===== config.mk =====
export PLATFORM = sky130hd
export DESIGN_NAME = traffic_light_ctrl
export DESIGN_NICKNAME = d
export VERILOG_FILES = /design/src/rtl/traffic_pkg.sv /design/src/rtl/tick_gen.sv /design/src/rtl/traffic_light_ctrl.sv
export SDC_FILE = /design/constraint.sdc
export NUM_CORES = 1
export LEC_CHECK = 0
export BUFFER_PORTS_ARGS = -buffer_cell sky130_fd_sc_hd__buf_2
export CORE_ASPECT_RATIO = 1.1
export CORE_MARGIN = 2
export CORE_UTILIZATION = 50
export CTS_CLUSTER_SIZE = 24
export DETAILED_ROUTE_END_ITERATION = 10
export GPL_ROUTABILITY_DRIVEN = 0
export PLACE_DENSITY_LB_ADDON = 0.12
export SETUP_SLACK_MARGIN = 0.5
export SLEW_MARGIN = 30
export SYNTH_ARGS = -nofsm -noshare
export SYNTH_HDL_FRONTEND = slang
export SYNTH_SLANG_ARGS = --single-unit

===== constraint.sdc =====
create_clock -name clk -period 2.8 [get_ports clk]
set_clock_uncertainty 0.15 [all_clocks]
set_input_delay 0.28 -clock clk [delete_from_list [all_inputs] [get_ports clk]]
set_output_delay 0.28 -clock clk [all_outputs]
set_load 0.005 [all_outputs]

===== src/rtl/traffic_pkg.sv =====
// Shared types for the two-road traffic-light controller.
// State encoding is fixed so display/debug logic can decode it directly.
package traffic_pkg;

    typedef enum logic [2:0] {
        S_G1    = 3'd0,
        S_Y1    = 3'd1,
        S_G2    = 3'd2,
        S_Y2    = 3'd3,
        S_NIGHT = 3'd4
    } state_e;

endpackage


===== src/rtl/tick_gen.sv =====
// Free-running divider producing a one-cycle strobe every DIV clock cycles.
// The strobe is high while the divider sits at its terminal count.
module tick_gen #(
    parameter int unsigned DIV = 50_000_000
) (
    input  logic clk,
    input  logic rs,
    output logic tick
);

    localparam int unsigned W = (DIV > 1) ? $clog2(DIV) : 1;

    logic [W-1:0] div_q;

    assign tick = (div_q == W'(DIV - 1));

    always_ff @(posedge clk) begin
        if (!rs) begin
            div_q <= '0;
        end else if (tick) begin
            div_q <= '0;
        end else begin
            div_q <= div_q + 1'b1;
        end
    end

endmodule


===== src/rtl/traffic_light_ctrl.sv =====
// Two-road traffic-light sequencer with pedestrian shortening, flashing-yellow
// night mode and per-road countdowns for the display block.
module traffic_light_ctrl
    import traffic_pkg::*;
#(
    parameter int unsigned TICK_DIV = 50_000_000,
    parameter int unsigned T_G1     = 15,
    parameter int unsigned T_G2     = 15,
    parameter int unsigned T_Y      = 5,
    parameter int unsigned T_PED    = 5,
    parameter int unsigned CW       = 8
) (
    input  logic          clk,
    input  logic          rs,
    input  logic          night,
    input  logic          ped_req,
    output logic          X1,
    output logic          V1,
    output logic          D1,
    output logic          X2,
    output logic          V2,
    output logic          D2,
    output logic [CW-1:0] cnt1,
    output logic [CW-1:0] cnt2,
    output logic          tick
);

    state_e        state_q;
    logic [CW-1:0] ph_q;
    logic          ped_pend_q;
    logic          blink_q;
    logic          ped_clr;
    logic [CW-1:0] ph_p1;

    tick_gen #(
        .DIV (TICK_DIV)
    ) u_tick_gen (
        .clk  (clk),
        .rs   (rs),
        .tick (tick)
    );

    // Any tick in S_G1 consumes a pending request, whether or not it shortens.
    assign ped_clr = tick && (state_q == S_G1) && ped_pend_q;

    always_ff @(posedge clk) begin
        if (!rs) begin
            state_q    <= S_G1;
            ph_q       <= CW'(T_G1 - 1);
            ped_pend_q <= 1'b0;
            blink_q    <= 1'b0;
        end else begin
            ped_pend_q <= ped_req | (ped_pend_q & ~ped_clr);
            if (tick) begin
                case (state_q)
                    S_G1: begin
                        if (ph_q == '0) begin
                            state_q <= S_Y1;
                            ph_q    <= CW'(T_Y - 1);
                        end else if (ped_pend_q && (ph_q > CW'(T_PED - 1))) begin
                            ph_q <= CW'(T_PED - 1);
                        end else begin
                            ph_q <= ph_q - 1'b1;
                        end
                    end
                    S_Y1, S_Y2: begin
                        if (ph_q != '0) begin
                            ph_q <= ph_q - 1'b1;
                        end else if (night) begin
                            state_q <= S_NIGHT;
                            blink_q <= 1'b1;
                        end else if (state_q == S_Y1) begin
                            state_q <= S_G2;
                            ph_q    <= CW'(T_G2 - 1);
                        end else begin
                            state_q <= S_G1;
                            ph_q    <= CW'(T_G1 - 1);
                        end
                    end
                    S_G2: begin
                        if (ph_q == '0) begin
                            state_q <= S_Y2;
                            ph_q    <= CW'(T_Y - 1);
                        end else begin
                            ph_q <= ph_q - 1'b1;
                        end
                    end
                    S_NIGHT: begin
                        if (!night) begin
                            state_q <= S_G1;
                            ph_q    <= CW'(T_G1 - 1);
                        end else begin
                            blink_q <= ~blink_q;
                        end
                    end
                    default: begin
                        state_q <= S_G1;
                        ph_q    <= CW'(T_G1 - 1);
                    end
                endcase
            end
        end
    end

    assign ph_p1 = ph_q + 1'b1;

    always_comb begin
        {X1, V1, D1, X2, V2, D2} = 6'b000000;
        cnt1 = '0;
        cnt2 = '0;
        case (state_q)
            S_G1: begin
                {X1, D2} = 2'b11;
                cnt1     = ph_p1;
                cnt2     = ph_p1 + CW'(T_Y);
            end
            S_Y1: begin
                {V1, D2} = 2'b11;
                cnt1     = ph_p1;
                cnt2     = ph_p1;
            end
            S_G2: begin
                {D1, X2} = 2'b11;
                cnt1     = ph_p1 + CW'(T_Y);
                cnt2     = ph_p1;
            end
            S_Y2: begin
                {D1, V2} = 2'b11;
                cnt1     = ph_p1;
                cnt2     = ph_p1;
            end
            S_NIGHT: begin
                V1 = blink_q;
                V2 = blink_q;
            end
            default: ;
        endcase
    end

endmodule


# After elaboration in Yosys (flattened, before gate mapping)
# Index checks and enable logic that the tools add are counted.
# op_classes
n_mux,25
n_addsub,4
n_reduce_logical,15
order_cmp,1
n_eq_ne,11
bitwise_logic,5
# op_table
operator,n
two-way mux 8 bit,5
case mux 8 bit (2 select lines),2
case mux 8 bit (4 select lines),1
adder 26 x 1 -> 26 bit (second input constant),1
equality test 26 bit (second input constant),1
two-way mux 3 bit,5
case mux 3 bit (4 select lines),1
!= test 2 bit (second input constant),5
AND reduction 5 bit,2
adder 8 x 1 -> 8 bit (second input constant),1
adder 8 x 3 -> 8 bit (second input constant),1
greater-than comparator 8 x 3 -> 1 bit (second input constant),1
logical NOT 8 bit,1
nonzero test 8 bit,1
OR reduction 2 bit,4
subtractor 8 x 1 -> 8 bit (second input constant),1
two-way mux 1 bit,7
equality test 3 x 2 -> 1 bit (second input constant),2
case mux 1 bit (2 select lines),3
OR reduction 3 bit,2
equality test 3 x 1 -> 1 bit (second input constant),1
equality test 3 bit (second input constant),1
logical AND 1 bit,3
logical NOT 3 bit,1
6 further kinds,8
# word_totals
ff_bits,39
input_bits,4
word_cells,66
out_inout_bits,23

# Depth between registers and ports, before layout
# depth
depth_word,6
mapped_depth,8

# Cells and area by module
# From an unflattened synthesis, not the netlist that was laid out.
# unflattened
cells_unflattened,343
area_unflattened_um2,2638.8
# modules_own_cells
module,n_inst,seq_area_each_um2,area_per_inst_um2,cells_each
traffic_light_ctrl,1,260.2,1403.8,201
tick_gen,1,520.5,1234.9,142

# Worst setup path before layout
# Ideal clock, no wire load.
# synth_path
path_kind,register to output
startpoint,register ph_q[0]
endpoint,output cnt2[7]
stages_incl_launch_ff,9
arrival_time_ns,2.147
path_slack_ns,0.223
required_ns,2.370
cell_sequence,dfxtp_1 clkbuf_1 inv_1 ha_1 nor2b_1 o21ai_0 or3_1 nor3_1 mux2i_1
# synth_via
elab_chain_cells,3
# synth_lines
element,line_no,source
from (decl),traffic_light_ctrl.sv:29,logic [CW-1:0] ph_q;
from (signal assigned),traffic_light_ctrl.sv:49,ph_q <= CW'(T_G1 - 1);
from (signal assigned),traffic_light_ctrl.sv:59,ph_q <= CW'(T_Y - 1);
from (signal assigned),traffic_light_ctrl.sv:61,ph_q <= CW'(T_PED - 1);
adder 8 x 1 -> 8 bit *,traffic_light_ctrl.sv:105,assign ph_p1 = ph_q + 1'b1;
adder 8 x 3 -> 8 bit,traffic_light_ctrl.sv:115,cnt2 = ph_p1 + CW'(T_Y);
case mux 8 bit (2 select lines) *,traffic_light_ctrl.sv:111,case (state_q)
to (decl),traffic_light_ctrl.sv:24,"output logic [CW-1:0] cnt2,"
# Every way passes the cells marked *; elsewhere a longest branch is shown, timed or not.

# Final worst setup path
# layout_path
startpoint,register ph_q[1]
endpoint,output cnt1[6]
# layout_via
elab_chain_cells,3
# layout_lines
element,line_no,source
adder 8 x 1 -> 8 bit *,traffic_light_ctrl.sv:105,
adder 8 x 3 -> 8 bit,traffic_light_ctrl.sv:124,cnt1 = ph_p1 + CW'(T_Y);
case mux 8 bit (2 select lines) *,traffic_light_ctrl.sv:111,
to (decl),traffic_light_ctrl.sv:23,"output logic [CW-1:0] cnt1,"
# Marks and branches as above.

==> results by stage <==
Yosys:
- Counting flops with an async set or reset pin after synthesis yields a share of 0%.
- Ranked by total cell area, the synthesized netlist is headed by sky130_fd_sc_hd__dfxtp_1 30%, sky130_fd_sc_hd__xnor2_1 7.8%, sky130_fd_sc_hd__nor2_1 6.7%, sky130_fd_sc_hd__xor2_1 4.4%, sky130_fd_sc_hd__a21oi_1 3.1%.
- The per-instance average area after synthesis is 7.61 µm².
- The sequential area share after synthesis is 30.4%.
- The count of flip-flops with a built-in enable after synthesis is 0.
- The number of flip-flops and latches in the synthesized netlist is 39.
- The primary flip-flop cell chosen by synthesis mapping is sky130_fd_sc_hd__dfxtp_1.
- Synthesis produced 338 cells.
- For this run, the number of Yosys warnings is 0.
- The number of nets handed over by synthesis was 347.
- The mapped netlist covers 2570 µm².
- sky130_fd_sc_hd__dfxtp_1 takes more of the synthesized area than any other cell.
- The fraction of post-synthesis cell area in the top cell type by area is 30.4%.
- The number of different library cells used by synthesis comes to 51.

Run status:
- The run finished with clean final reports.

Worst setup path:
- The worst register-to-register path ends at blink_q.
- By startpoint and endpoint, the worst setup path is classified as reg2out.
- The maximum fanout along the worst path is 4.
- The worst register-to-register path has a setup slack of 320 ps.
- The nature of the critical path endpoint is an output port.
- The logic depth of the worst register-to-register path is 6.
- In this run the critical register-to-register path is launched from u_tick_gen.div_q[11].
- At the worst endpoint, the arrival time is 2060 ps.
- STA classifies the critical path startpoint as a flip-flop.
- The worst path required time is 2370 ps.

Clocking:
- Hold repair after CTS inserted 0 buffers.
- The H-tree was split into 2 levels.
- In this run the deepest clock path goes through 2 buffers.
- TritonCTS built the clock tree.
- In this run the clock root is driven by a sky130_fd_sc_hd__clkbuf_8.
- The total clock sinks is 39.
- After clock tree synthesis, the clock-pin slew on the worst setup and hold paths is 80 ps.
- At the later pin of the worst-skew pair, clock insertion delay measures 300 ps.
- Counting the buffers created by CTS gives 5.

Pwr:
- IR analysis of the VDD net gives a maximum drop of 0.298 mV.
- Per report_power, the clock group accounts for 35.8% of the total.
- The internal portion of total power is 0.000788 W.
- The share of total power in sequential cells is 52.6%.
- The total chip power is 0.00108 W.
- The ratio of total power to cell area is 298 nW/µm².
- The switching power share of the total is 26.7%.
- In this run, the combinational gates consume 11.5% of the power.
- For this design the total switching power over the nets is 0.000287 W.
- For this design the static power due to leakage is 1.36 nW.

Die:
- The initial utilization of the core area, before any placement, comes to 51.5%.
- The die footprint is 5740 µm².
- The die extent in x is 72.4 µm.
- The core region is 5000 µm².
- The number of cell rows is 27.
- From bottom edge to top edge, the die measures 79.2 µm.
- 27 I/O pins were placed.

STA:
- The final clock period utilization by the worst path is 88.9%.
- Based on the critical path, the design can be clocked at up to 402 MHz.
- The final hold violation count is 0.
- Setup slack on the critical path of the routed design comes to 311 ps.
- The worst max-slew margin expressed relative to the limit is 46.2%.
- The number of pins with negative max-slew slack in the final report was 0.
- The total negative slack for setup checks is 0 ps.
- The minimum clock period after layout is 2490 ps.
- Setup repair after global routing could not meet its margin everywhere.
- The slew at the pin with the worst max-slew slack is 798 ps.
- The final-report setup violation count is 0.

Cells and area:
- The top cell types in the final layout, fill and taps aside, are 45 x sky130_fd_sc_hd__nor2_1, 36 x sky130_fd_sc_hd__buf_4, 27 x sky130_fd_sc_hd__dfxtp_1.
- Leaving out fill and tap cells, the most frequent cell in the layout is sky130_fd_sc_hd__nor2_1.
- The number of antenna diodes in the final layout is 0.
- The post-route netlist has 36.8% of its cells at a drive strength greater than 1.
- After the last flow step, the layout net total stands at 410.
- The synthesis-to-layout area growth is 40.4%.

Drt:
- For this run, design rule violations remaining after detail routing come to 0.
- Wires add up to 7390 µm.
- The detailed router finished its first iteration with 246 violations.
- Using the TritonRoute via totals, the vias-per-cell ratio works out to 5.95.
- The routed layout has 2736 vias.
- After detailed routing, the average wire length per cell comes to 16.1 µm.
- The pre-antenna-repair detailed-routing pass consisted of 4 iterations.
- The post-detailed-route count of antenna-violating nets is 0.

Global routing:
- Global routing used 24.4% of the available tracks.
- The via count of the first global-routing pass is 2476.
- The leftover overflow at the end of global routing is 0.
- In the global route stage, met3 resource usage came out at 3.81%.
- The met2 global-route usage is 44.9%.
- The number of antenna violations at the first check in global routing came to 0.
- The met1 track utilization from global routing is 27.7%.
- The busiest layer in global routing is met2.
- Entering global routing, the biggest net connects 21 pins.
- The global-route wire length before repair is 11200 µm.

Worst hold path:
- The destination of the worst hold path is ped_pend_q.
- In this run the most critical hold path is launched from ped_req.
- The path class of the lowest-slack min-delay path is in2reg.
- Counting instances, the worst hold path has a depth of 3.

Placed design:
- The worst slack at placement is 217 ps.
- The number of buffer cells added on primary ports is 26.
- The detailed-placement wirelength estimate is 4400 µm.

Job:
- The number of maximum-capacitance violations is 0.
[flip-flops by register name, summed over array words and instances (netlist names)]
signal and flops:
u_tick_gen.div_q 26, ph_q 8, state_q 3, blink_q 1, ped_pend_q 1
[through the flow]
stage	cells	hold slack, ps	area (µm²)	util, %
2_1_floorplan	338	259	2610	-
4_1_cts	447	55.8	3270	65.5
3_3_place_gp	416	297	2820	56.4
5_1_grt	460	89.3	3610	72.2
3_5_place_dp	416	301	2820	56.4
6_report	460	58.0	3610	72.2
[layer usage]
layer,share of wire [%],wire length (µm)
met4,2.4,176
met1,40,2990
met5,0,0
met3,3.4,252
met2,54,3970
[how the worst max path moves through the flow]
| stage | start | endpoint | slack [ps] |
|---|---|---|---|
| floorplan | ph_q[0] | cnt2[7] | 500 |
| global placement | ph_q[1] | cnt2[6] | 300 |
| detailed placement | ph_q[1] | cnt1[6] | 220 |
| CTS | u_tick_gen.div_q[11] | tick | 280 |
| global route | ph_q[1] | cnt1[6] | 240 |
| finish | ph_q[1] | cnt1[6] | 310 |
[cells in the mapped netlist, types with 3 or more instances]
library cell                n
sky130_fd_sc_hd__xnor2_1   23
sky130_fd_sc_hd__o21ai_0   15
sky130_fd_sc_hd__or2_2      6
sky130_fd_sc_hd__dfxtp_1   39
sky130_fd_sc_hd__o22ai_1    4
sky130_fd_sc_hd__or4_1      6
sky130_fd_sc_hd__nand2b_1   3
sky130_fd_sc_hd__nor2_1    46
sky130_fd_sc_hd__nor4_1     7
sky130_fd_sc_hd__nand4_1    8
sky130_fd_sc_hd__inv_1     15
sky130_fd_sc_hd__nor2b_1    4
sky130_fd_sc_hd__a21oi_1   16
sky130_fd_sc_hd__and4_1     3
sky130_fd_sc_hd__or3_1      9
sky130_fd_sc_hd__clkbuf_1  11
sky130_fd_sc_hd__and3_1     9
sky130_fd_sc_hd__ha_1       5
sky130_fd_sc_hd__nand2_1   20
sky130_fd_sc_hd__nor3b_1    4
sky130_fd_sc_hd__xor2_1    13
sky130_fd_sc_hd__mux2i_1    4
sky130_fd_sc_hd__nor3_1    15
sky130_fd_sc_hd__buf_2      4
sky130_fd_sc_hd__nand3_1   16
sky130_fd_sc_hd__nor4b_1    3
[what timing repair did]
action | 4_1_cts | 5_1_grt
gates cloned | 0 | 2
setup buffers | 23 | 11
endpoints found under the setup margin | 16 | 46
hold endpoints to repair | 0 | 0
resized for setup | 39 | 50
pin swaps | 10 | 19
[critical path, cell delays in order (launching register included)]
cell                      delay, ps
sky130_fd_sc_hd__dfxtp_4        390
sky130_fd_sc_hd__ha_4           200
sky130_fd_sc_hd__xor2_4         220
sky130_fd_sc_hd__nor2_1         110
sky130_fd_sc_hd__or2_4          270
sky130_fd_sc_hd__nor4_4         220
sky130_fd_sc_hd__mux2i_1        210
sky130_fd_sc_hd__buf_2          130
[power by group through the flow]
| stage | sequential [W] | clock, W | combinational, W |
|---|---|---|---|
| after floorplan | 0.000576 | 0 | 0.0000628 |
| after global placement | 0.000580 | 0 | 0.0000961 |
| after detailed placement | 0.000580 | 0 | 0.0000961 |
| after CTS | 0.000566 | 0.000391 | 0.000103 |
| after global routing | 0.000567 | 0.000418 | 0.000136 |
| final | 0.000566 | 0.000386 | 0.000124 |
[cells by family after synthesis]
logic type      after synthesis  share of synthesized area (%)
fa+ha+maj                     5                           2.43
mux                           4                           1.56
compound gates               57                           14.3
xor+xnor                     36                           12.3
buf+inv                      32                           5.16
flops                        39                           30.4
simple gates                165                           33.9
[cell type report]
cell class,count,area (µm²)
multi-input combinational,267,2020
timing repair buffer,73,564
sequential,39,806
clock inverter,3,20.0
clock buffer,5,68.8
tap,58,72.6
fill,381,1390
inverter,15,61.3
Power figures use the tool's default switching activity.
